==> src/rtl/segment_display_arbiter.sv <==
`default_nettype none
// ============================================================================
//  Module   : segment_display_arbiter
//  Purpose  : Round-robin sharing of the 8-digit seven-segment display
//             between NUM_REQ requesters, with a minimum hold per grant.
//             Drives number/switch of segment_switch.
//  Options  : SEG_ARB_PRIORITY_EN - requester 0 becomes preemptive.
//  Revision : 1.0 - initial release
// ============================================================================
module segment_display_arbiter #(
    parameter int NUM_REQ     = 4,
    parameter int HOLD_CYCLES = 50_000_000
) (
    input  logic                    clk,
    input  logic                    resetn,
    input  logic [NUM_REQ-1:0]      req,
    input  logic [32*NUM_REQ-1:0]   req_number,
    input  logic [NUM_REQ-1:0]      req_mode,
    output logic [NUM_REQ-1:0]      grant,
    output logic [31:0]             disp_number,
    output logic                    disp_switch,
    output logic                    disp_valid
);

    localparam int PTR_W = (NUM_REQ > 1) ? $clog2(NUM_REQ) : 1;
    localparam int CNT_W = (HOLD_CYCLES > 1) ? $clog2(HOLD_CYCLES) : 1;
    localparam logic [CNT_W-1:0] CNT_MAX = CNT_W'(HOLD_CYCLES - 1);

    localparam logic [0:0] ST_IDLE = 1'b0;
    localparam logic [0:0] ST_HOLD = 1'b1;

    logic [0:0]         state, state_next;
    logic [PTR_W-1:0]   owner, owner_d;
    logic [PTR_W-1:0]   rr_ptr, rr_d;
    logic [CNT_W-1:0]   cnt, cnt_d;
    logic [NUM_REQ-1:0] grant_d;
    logic [31:0]        number_d;
    logic               switch_d;
    logic               valid_d;

    logic [NUM_REQ-1:0] arb_req;
    logic [PTR_W-1:0]   arb_idx;
    logic               prio_pick;
    logic               do_grant;
    logic               do_clear;

    // Owner still asking, and whether anybody else is waiting
    logic               owner_req;
    logic [NUM_REQ-1:0] others;
    assign owner_req = |(req & grant);
    assign others    = req & ~grant;

    // Round-robin scan of arb_req starting at rr_ptr; requester 0 overrides when preemptive
    always_comb begin
        logic [PTR_W:0] pos;
        logic           found;
        found     = 1'b0;
        arb_idx   = '0;
        prio_pick = 1'b0;
        pos       = '0;
        for (int k = 0; k < NUM_REQ; k++) begin
            pos = {1'b0, rr_ptr} + (PTR_W+1)'(k);
            if (pos >= (PTR_W+1)'(NUM_REQ)) begin
                pos = pos - (PTR_W+1)'(NUM_REQ);
            end
            if (!found && arb_req[pos[PTR_W-1:0]]) begin
                found   = 1'b1;
                arb_idx = pos[PTR_W-1:0];
            end
        end
`ifdef SEG_ARB_PRIORITY_EN
        if (req[0]) begin
            arb_idx   = '0;
            prio_pick = 1'b1;
        end
`endif
    end

    // State and all registered outputs
    always_ff @(posedge clk) begin
        if (!resetn) begin
            state       <= ST_IDLE;
            owner       <= '0;
            rr_ptr      <= '0;
            cnt         <= '0;
            grant       <= '0;
            disp_number <= '0;
            disp_switch <= 1'b0;
            disp_valid  <= 1'b0;
        end else begin
            state       <= state_next;
            owner       <= owner_d;
            rr_ptr      <= rr_d;
            cnt         <= cnt_d;
            grant       <= grant_d;
            disp_number <= number_d;
            disp_switch <= switch_d;
            disp_valid  <= valid_d;
        end
    end

    // Next-state: decide between hold, release, rotation and preemption
    always_comb begin
        logic preempt;
        logic keep_prio;
        state_next = state;
        do_grant   = 1'b0;
        do_clear   = 1'b0;
        arb_req    = req;
        preempt    = 1'b0;
        keep_prio  = 1'b0;
`ifdef SEG_ARB_PRIORITY_EN
        preempt    = req[0] && (owner != '0);
        keep_prio  = req[0] && (owner == '0);
`endif
        case (state)
            ST_IDLE: begin
                if (|req) begin
                    do_grant   = 1'b1;
                    state_next = ST_HOLD;
                end
            end
            ST_HOLD: begin
                if (!owner_req) begin
                    if (|req) begin
                        do_grant = 1'b1;
                    end else begin
                        do_clear   = 1'b1;
                        state_next = ST_IDLE;
                    end
                end else if (preempt) begin
                    do_grant = 1'b1;
                end else if ((cnt == CNT_MAX) && (|others) && !keep_prio) begin
                    // Owner sits out this round; the pointer is already past it
                    arb_req  = others;
                    do_grant = 1'b1;
                end
            end
            default: begin
                do_clear   = 1'b1;
                state_next = ST_IDLE;
            end
        endcase
    end

    // Output/datapath next values
    always_comb begin
        logic [PTR_W:0] inc;
        grant_d  = grant;
        owner_d  = owner;
        rr_d     = rr_ptr;
        cnt_d    = cnt;
        number_d = disp_number;
        switch_d = disp_switch;
        valid_d  = disp_valid;
        inc      = {1'b0, arb_idx} + (PTR_W+1)'(1);
        if (inc == (PTR_W+1)'(NUM_REQ)) begin
            inc = '0;
        end
        if (do_grant) begin
            grant_d          = '0;
            grant_d[arb_idx] = 1'b1;
            owner_d          = arb_idx;
            if (!prio_pick) begin
                rr_d = inc[PTR_W-1:0];
            end
            cnt_d    = '0;
            number_d = req_number[{arb_idx, 5'd0} +: 32];
            switch_d = req_mode[arb_idx];
            valid_d  = 1'b1;
        end else if (do_clear) begin
            grant_d  = '0;
            owner_d  = '0;
            cnt_d    = '0;
            number_d = '0;
            switch_d = 1'b0;
            valid_d  = 1'b0;
        end else if (state == ST_HOLD) begin
            number_d = req_number[{owner, 5'd0} +: 32];
            switch_d = req_mode[owner];
            if (cnt != CNT_MAX) begin
                cnt_d = cnt + CNT_W'(1);
            end
        end
    end

endmodule
`default_nettype wire

==> config.mk <==
export PLATFORM = sky130hd
export DESIGN_NAME = segment_display_arbiter
export DESIGN_NICKNAME = d
export VERILOG_FILES = /design/src/rtl/segment_display_arbiter.sv
export SDC_FILE = /design/constraint.sdc
export NUM_CORES = 1
export LEC_CHECK = 0
export ABC_CLOCK_PERIOD_IN_PS = 2690
export CORE_MARGIN = 4
export CORE_UTILIZATION = 30
export CTS_CLUSTER_DIAMETER = 50
export DETAILED_ROUTE_END_ITERATION = 8
export HOLD_SLACK_MARGIN = 0.1
export MAX_ROUTING_LAYER = met4
export PLACE_DENSITY_LB_ADDON = 0.2
export SETUP_SLACK_MARGIN = 0.02
export SLEW_MARGIN = 20
export SYNTH_ARGS = -nofsm -noshare
export SYNTH_HDL_FRONTEND = slang
export SYNTH_SLANG_ARGS = --single-unit
==> constraint.sdc <==
create_clock -name clk -period 2.69 [get_ports clk]
set_clock_uncertainty 0.1 [all_clocks]
set_input_delay 0.6725 -clock clk [delete_from_list [all_inputs] [get_ports clk]]
set_output_delay 0.6725 -clock clk [all_outputs]
set_load 0.02 [all_outputs]
==> results of run 1 <==
-- stage by stage --
stage	power (W)	cell area [um2]	setup WS, ns	instances	hold slack (ns)
final	0.00494	8610	-0.107	970	0.359
after global routing	0.00518	8610	-0.188	970	0.375
after CTS	0.00485	8300	-0.0272	965	0.367
after detailed placement	0.00326	7560	-0.712	938	0.353
after global placement	0.00323	7560	-0.617	938	0.343
after floorplan	0.00243	5160	0.0215	517	0.357
-- cell type report --
| type | instances | area [um2] |
|---|---|---|
| inverter | 7 | 31.3 |
| tap | 220 | 275 |
| sequential | 69 | 1390 |
| multi-input combinational | 403 | 4020 |
| fill | 1461 | 8090 |
| clock inverter | 7 | 100 |
| clock buffer | 9 | 225 |
| timing repair buffer | 255 | 2570 |
-- where the power goes --
part	internal, W	switching [W]
Clock	0.000815	0.000502
Sequential	0.00118	0.000140
Combinational	0.00127	0.00104
-- cell families (layout without fill, tap and decap cells) --
group	count (synthesis)	in the layout	share of synthesized area
buf+inv	46	278	0.0479
fa+ha+maj	5	5	0.0122
compound gates	99	99	0.191
flops	69	69	0.269
xor+xnor	23	23	0.0392
mux	100	100	0.275
simple gates	175	176	0.166
-- worst max path at each step --
stage / startpoint / to / slack, ns / depth (start not counted)
floorplan: req[3] / rr_ptr[1]$_SDFFE_PN0N_ / 0.02 / 12
global placement: req[3] / disp_number[31]$_SDFFE_PN0P_ / -0.62 / 11
detailed placement: req[0] / grant[1]$_SDFFE_PN0P_ / -0.71 / 11
CTS: cnt[0]$_SDFFE_PP0P_ / disp_number[15]$_SDFFE_PN0P_ / -0.03 / 11
global route: cnt[0]$_SDFFE_PP0P_ / grant[0]$_SDFFE_PN0P_ / -0.19 / 11
finish: cnt[0]$_SDFFE_PP0P_ / grant[0]$_SDFFE_PN0P_ / -0.11 / 11
-- layer usage --
layer	wire length [um]	GRT usage	up-vias
li1	-	-	2461
met1	7860	0.229	2550
met2	9740	0.338	194
met3	1010	0.0541	49
met4	526	0.0644	0
met5	0	-	-
-- critical path: cells and delay by family, from the launching register on --
family / cells / cell delay, ns
adders and majority gates: 2 / 0.31
and+or+nand+nor: 4 / 0.97
AOI/OAI and AO/OA: 3 / 0.65
buffers and inverters: 2 / 0.30
DFF: 1 / 0.35
-- flip-flops by register name (all words and copies together) (netlist names) --
name,cells
rr_ptr,2
cnt,26
grant,4
disp_valid,1
disp_switch,1
owner,2
disp_number,32
state,1
-- timing repair --
| action | 4_1_cts | 5_1_grt |
|---|---|---|
| setup endpoints to repair | 41 | 40 |
| buffers inserted | 6 | 5 |
| pin swaps | 25 | 6 |
| resized for setup | 72 | 53 |
| cloned | 5 | 0 |
-- placed cells by master (no fill, tap or decap), drive strengths merged, types with 8 or more instances in the layout --
cell type / n
buf: 84
nand2: 85
xor2: 19
nand4: 11
o221ai: 33
nor2: 33
clkdlybuf4s50: 171
clkbuf: 9
o211ai: 32
o21ai: 8
mux4: 33
mux2i: 67
dfxtp: 69
==> flow_summary.json, run 1 <==
{
  "whs_path_depth": 1,
  "io_pins": 176,
  "routedWlPerCell_um": 19.7,
  "synthDistinctLibCells": 53,
  "grt_overflow": 0,
  "r2r_slack_ns": -0.11,
  "clk_latency_ns": 0.34,
  "grt_usage": 0.199,
  "min-delay-start": "disp_valid$_SDFFE_PN0P_",
  "holdPathEnd": "disp_valid$_SDFFE_PN0P_",
  "power_density_nw_per_um2": 574,
  "synthTopCellsByCount": "nand2_1 (81), dfxtp_1 (69), mux2i_1 (67)",
  "min_period_ns": 2.80,
  "path_max_fanout": 8,
  "first_pass_iters": 5,
  "synth_top_cell_by_area": "dfxtp_1",
  "setup-violations-final": 38,
  "path_cells": "ha_4 -> and4bb_2 -> nand4_4 -> or3_4 -> o21ai_4 -> buf_6 -> o221a_4 -> nand2_8 -> buf_12 -> ha_2 -> a22o_1",
  "fmax_mhz": 358,
  "yosysTopAreaCellShare": 0.269,
  "cts_tree": "built",
  "finalHoldViolations": 0,
  "synthCells": 517,
  "dieArea_um2": 19300,
  "grt_pass1_wl_um": 30100,
  "failed_checks": "negative setup slack",
  "reg2reg_to": "grant[0]$_SDFFE_PN0P_",
  "worst_pin_slew_ns": 0.985,
  "ys_top_cells_by_area": "dfxtp_1 (27%), mux4_2 (14%), mux2i_1 (13%)",
  "syn_avg_cell_area_um2": 9.94,
  "drive_above_1_share": 0.328,
  "dp_hpwl_um": 13300,
  "ir_drop_mv": 0.368,
  "max_stage_delay_ns": 0.42,
  "r2r.worst_path.cells": 11,
  "via_per_inst": 5.42,
  "core_region_area_um2": 16700,
  "wl_um": 19100,
  "cp-end-kind": "flop",
  "critPathLaunchType": "flop",
  "min_path_type": "reg -> reg",
  "nets": 888,
  "period_share": 1.04,
  "cp_slowest_cell": "or3_4",
  "outcome": "finished, violations left",
  "layout_setup_ws_ns": -0.107,
  "timing.rr.start": "cnt[0]$_SDFFE_PP0P_",
  "htreeDepth": 3,
  "place_congestion": 0.864,
  "port_buffers": 175,
  "synth_nets": 660,
  "synthArstFlopShare": 0,
  "drtIter0Drc": 249,
  "cp.arrival_ns": 2.93,
  "rows": 47,
  "synth_most_common_cell": "nand2_1",
  "cp.required_ns": 2.82,
  "critPathKind": "reg -> reg",
  "grt_max_degree": 36,
  "relSlewSlack": 0.343,
  "ys_ff_latch": 69,
  "area_growth_pct": 67.5,
  "start_util": 0.308,
  "fin_tns_setup_ns": -2.07,
  "synth_warnings": 0,
  "holdBufCountCts": 0,
  "num_vias": 5254,
  "fin_util": 0.516,
  "yosys_most_used_dff": "dfxtp_1",
  "drv_slew": 0,
  "cts_buffers": 9,
  "ant_nets": 0,
  "synth_edf_count": 0,
  "fp.dieH_um": 139,
  "drv_cap": 0,
  "antenna_found_initial": 0,
  "p_leak_nw": 3.25,
  "grt_pass1_vias": 5728,
  "clk_pin_slew_worst_paths_ns": 0.06,
  "cts_buffer_depth": 2,
  "synth_area_um2": 5140,
  "cts_root_buffer": "clkbuf_16",
  "ys_seq_area_frac": 0.269,
  "remaining_drc_errors": 0,
  "diodes": 0,
  "rsz0062_at_grt": "yes",
  "cts.sinks": 69,
  "fp.dieW_um": 139
}
Power figures use the tool's default switching activity.
==> run 2: changes to the inputs <==
- ABC_CLOCK_PERIOD_IN_PS: 2690 -> 2900
- clock period: 2.69 -> 2.9 ns (I/O delays scaled with it)
==> run 2 against run 1 <==
The run now ends clean. Critical path type is now in -> reg. Critical path depth up 1. Core utilization down 3.3 points. Sequential cell count unchanged. Clock power down 9%. Largest cell class unchanged. Worst setup slack better by 0.18 ns. First-iteration DRC count up 5.2%. Total power down 12%. Clock-buffer cell count unchanged. Largest power group unchanged.
==> flow_summary.json, run 2 (same netlist as run 1, synthesis figures left out) <==
{
  "max_stage_delay_ns": 0.28,
  "whs_path_depth": 1,
  "path_cells": "dlygate4sd2_1 -> a22o_1 -> o21ai_2 -> buf_6 -> nor3_1 -> a31oi_1 -> buf_4 -> o221a_4 -> nand2_8 -> buf_12 -> mux2i_2 -> o221ai_2",
  "outcome": "completed",
  "grt_pass1_wl_um": 29000,
  "ant_nets": 0,
  "grt_pass1_vias": 5543,
  "largest_reg_flops": 32,
  "fin_tns_setup_ns": 0,
  "first_pass_iters": 5,
  "min_period_ns": 2.83,
  "cp_num_cells": 12,
  "core_region_area_um2": 16700,
  "stdcell_count": 940,
  "cp-end-kind": "flop",
  "remaining_drc_errors": 0,
  "clk_latency_ns": 0.34,
  "critPathKind": "in -> reg",
  "placed_cells": 920,
  "holdBufCountCts": 0,
  "drtIter0Drc": 262,
  "p_leak_nw": 3.09,
  "grt_overflow": 0,
  "routedWlPerCell_um": 19.7,
  "min_path_type": "reg -> reg",
  "mostFrequentLayoutCells": "clkdlybuf4s50_1 (171), nand2_1 (81), dfxtp_1 (64), mux2i_1 (46), buf_4 (38)",
  "diodes": 0,
  "worst_pin_slew_ns": 0.654,
  "fp.dieW_um": 139,
  "drv_slew": 0,
  "path_max_fanout": 12,
  "grt_usage": 0.190,
  "relSlewSlack": 0.564,
  "dpl_cell_area_um2": 7380,
  "num_vias": 5141,
  "rsz0062_at_grt": "yes",
  "htreeDepth": 3,
  "r2r.worst_path.cells": 12,
  "path_buf_inv": 4,
  "antenna_found_initial": 0,
  "top_regs": "disp_number x32, cnt x26, grant x4",
  "clk_pin_slew_worst_paths_ns": 0.06,
  "period_share": 0.975,
  "power_density_nw_per_um2": 542,
  "nets": 859,
  "start_util": 0.308,
  "fmax_mhz": 354,
  "fp.dieH_um": 139,
  "finalHoldViolations": 0,
  "cts_root_buffer": "clkbuf_16",
  "drv_cap": 0,
  "cts_buffers": 9,
  "dp_hpwl_um": 13600,
  "rows": 47,
  "postLayoutCellArea_um2": 8060,
  "wl_um": 18500,
  "path_delay_family": "compound AO/OA/AOI/OAI gates",
  "drive_above_1_share": 0.250,
  "area_growth_pct": 56.7,
  "port_buffers": 175,
  "cts_buffer_depth": 2,
  "via_per_inst": 5.47,
  "r2r_slack_ns": 0.12,
  "io_pins": 176,
  "cts.sinks": 69,
  "setup-violations-final": 0,
  "grt_max_degree": 36,
  "largest_register": "disp_number",
  "ir_drop_mv": 0.358,
  "cts_tree": "built",
  "final_common_cell": "clkdlybuf4s50_1",
  "dieArea_um2": 19300,
  "critPathLaunchType": "primary input",
  "cp_slowest_cell": "o221a_4",
  "cp.required_ns": 3.02,
  "cp.arrival_ns": 2.94,
  "hold_slack_ns": 0.399,
  "place_congestion": 0.861
}
==> run 2: cell count changes in the layout (fill, tap and decap cells not counted), moves of 3 or more <==
cell | previous run | this run
buf_12 | 12 | 4
buf_2 | 4 | 0
buf_4 | 61 | 38
dlygate4sd2_1 | 0 | 3
ha_1 | 1 | 4
mux2i_1 | 27 | 46
mux2i_2 | 27 | 14
mux2i_4 | 13 | 7
==> run 2: final timing paths <==
kind,startpoint,end
worst max-delay path,req[0],disp_number[0]$_SDFFE_PN0P_
worst min-delay path,disp_valid$_SDFFE_PN0P_,disp_valid$_SDFFE_PN0P_
worst max register to register,cnt[0]$_SDFFE_PP0P_,disp_number[23]$_SDFFE_PN0P_
worst min register to register,disp_valid$_SDFFE_PN0P_,disp_valid$_SDFFE_PN0P_
==> run 2: worst reg2reg max path: stages (launching register included) <==
cell and delay, ns:
dfxtp_2 0.35, ha_4 0.16, and4bb_1 0.21, nand4_2 0.14, buf_4 0.18, nor3_1 0.17
a31oi_1 0.13, buf_4 0.17, o221a_4 0.33, nand2_8 0.14, buf_12 0.19, mux2i_4 0.28
o221ai_2 0.12
==> run 2: final cells by class <==
class | count | area [um2]
Timing Repair Buffer | 226 | 2260
Clock inverter | 6 | 88.8
Clock buffer | 9 | 225
Fill cell | 1543 | 8640
Multi-Input combinational cell | 403 | 3790
Sequential cell | 69 | 1390
Inverter | 7 | 26.3
Tap cell | 220 | 275
==> run 2: layer usage <==
| layer | share of wire | wire length, um | track usage |
|---|---|---|---|
| met1 | 0.42 | 7710 | 0.225 |
| met2 | 0.51 | 9470 | 0.322 |
| met5 | 0 | 0 | - |
| met4 | 0.027 | 504 | 0.0736 |
| met3 | 0.045 | 824 | 0.0338 |
==> run 2: per-stage QoR <==
stage                     power (W)  setup WS (ns)   util
final                       0.00436         0.0719  0.482
after global routing        0.00458       -0.00144  0.482
after CTS                   0.00427         0.0264  0.466
after detailed placement    0.00300         -0.557  0.442
after global placement      0.00298         -0.472  0.442
after floorplan             0.00225         0.0890      -
==> run 2: report_power, final <==
group / internal (W) / total [W] / switching (W) / leakage (nW)
sequential: 0.00109 / 0.00122 / 0.000124 / 0.569
combinational: 0.00104 / 0.00195 / 0.000910 / 2.37
clock: 0.000748 / 0.00120 / 0.000450 / 0.147
total: 0.00288 / 0.00436 / 0.00148 / 3.09
==> run 2: timing repair <==
action	4_1_cts	5_1_grt
endpoints found under the setup margin	38	37
gates cloned	1	2
pin swaps	3	9
setup buffers	1	1
resized for setup	14	48
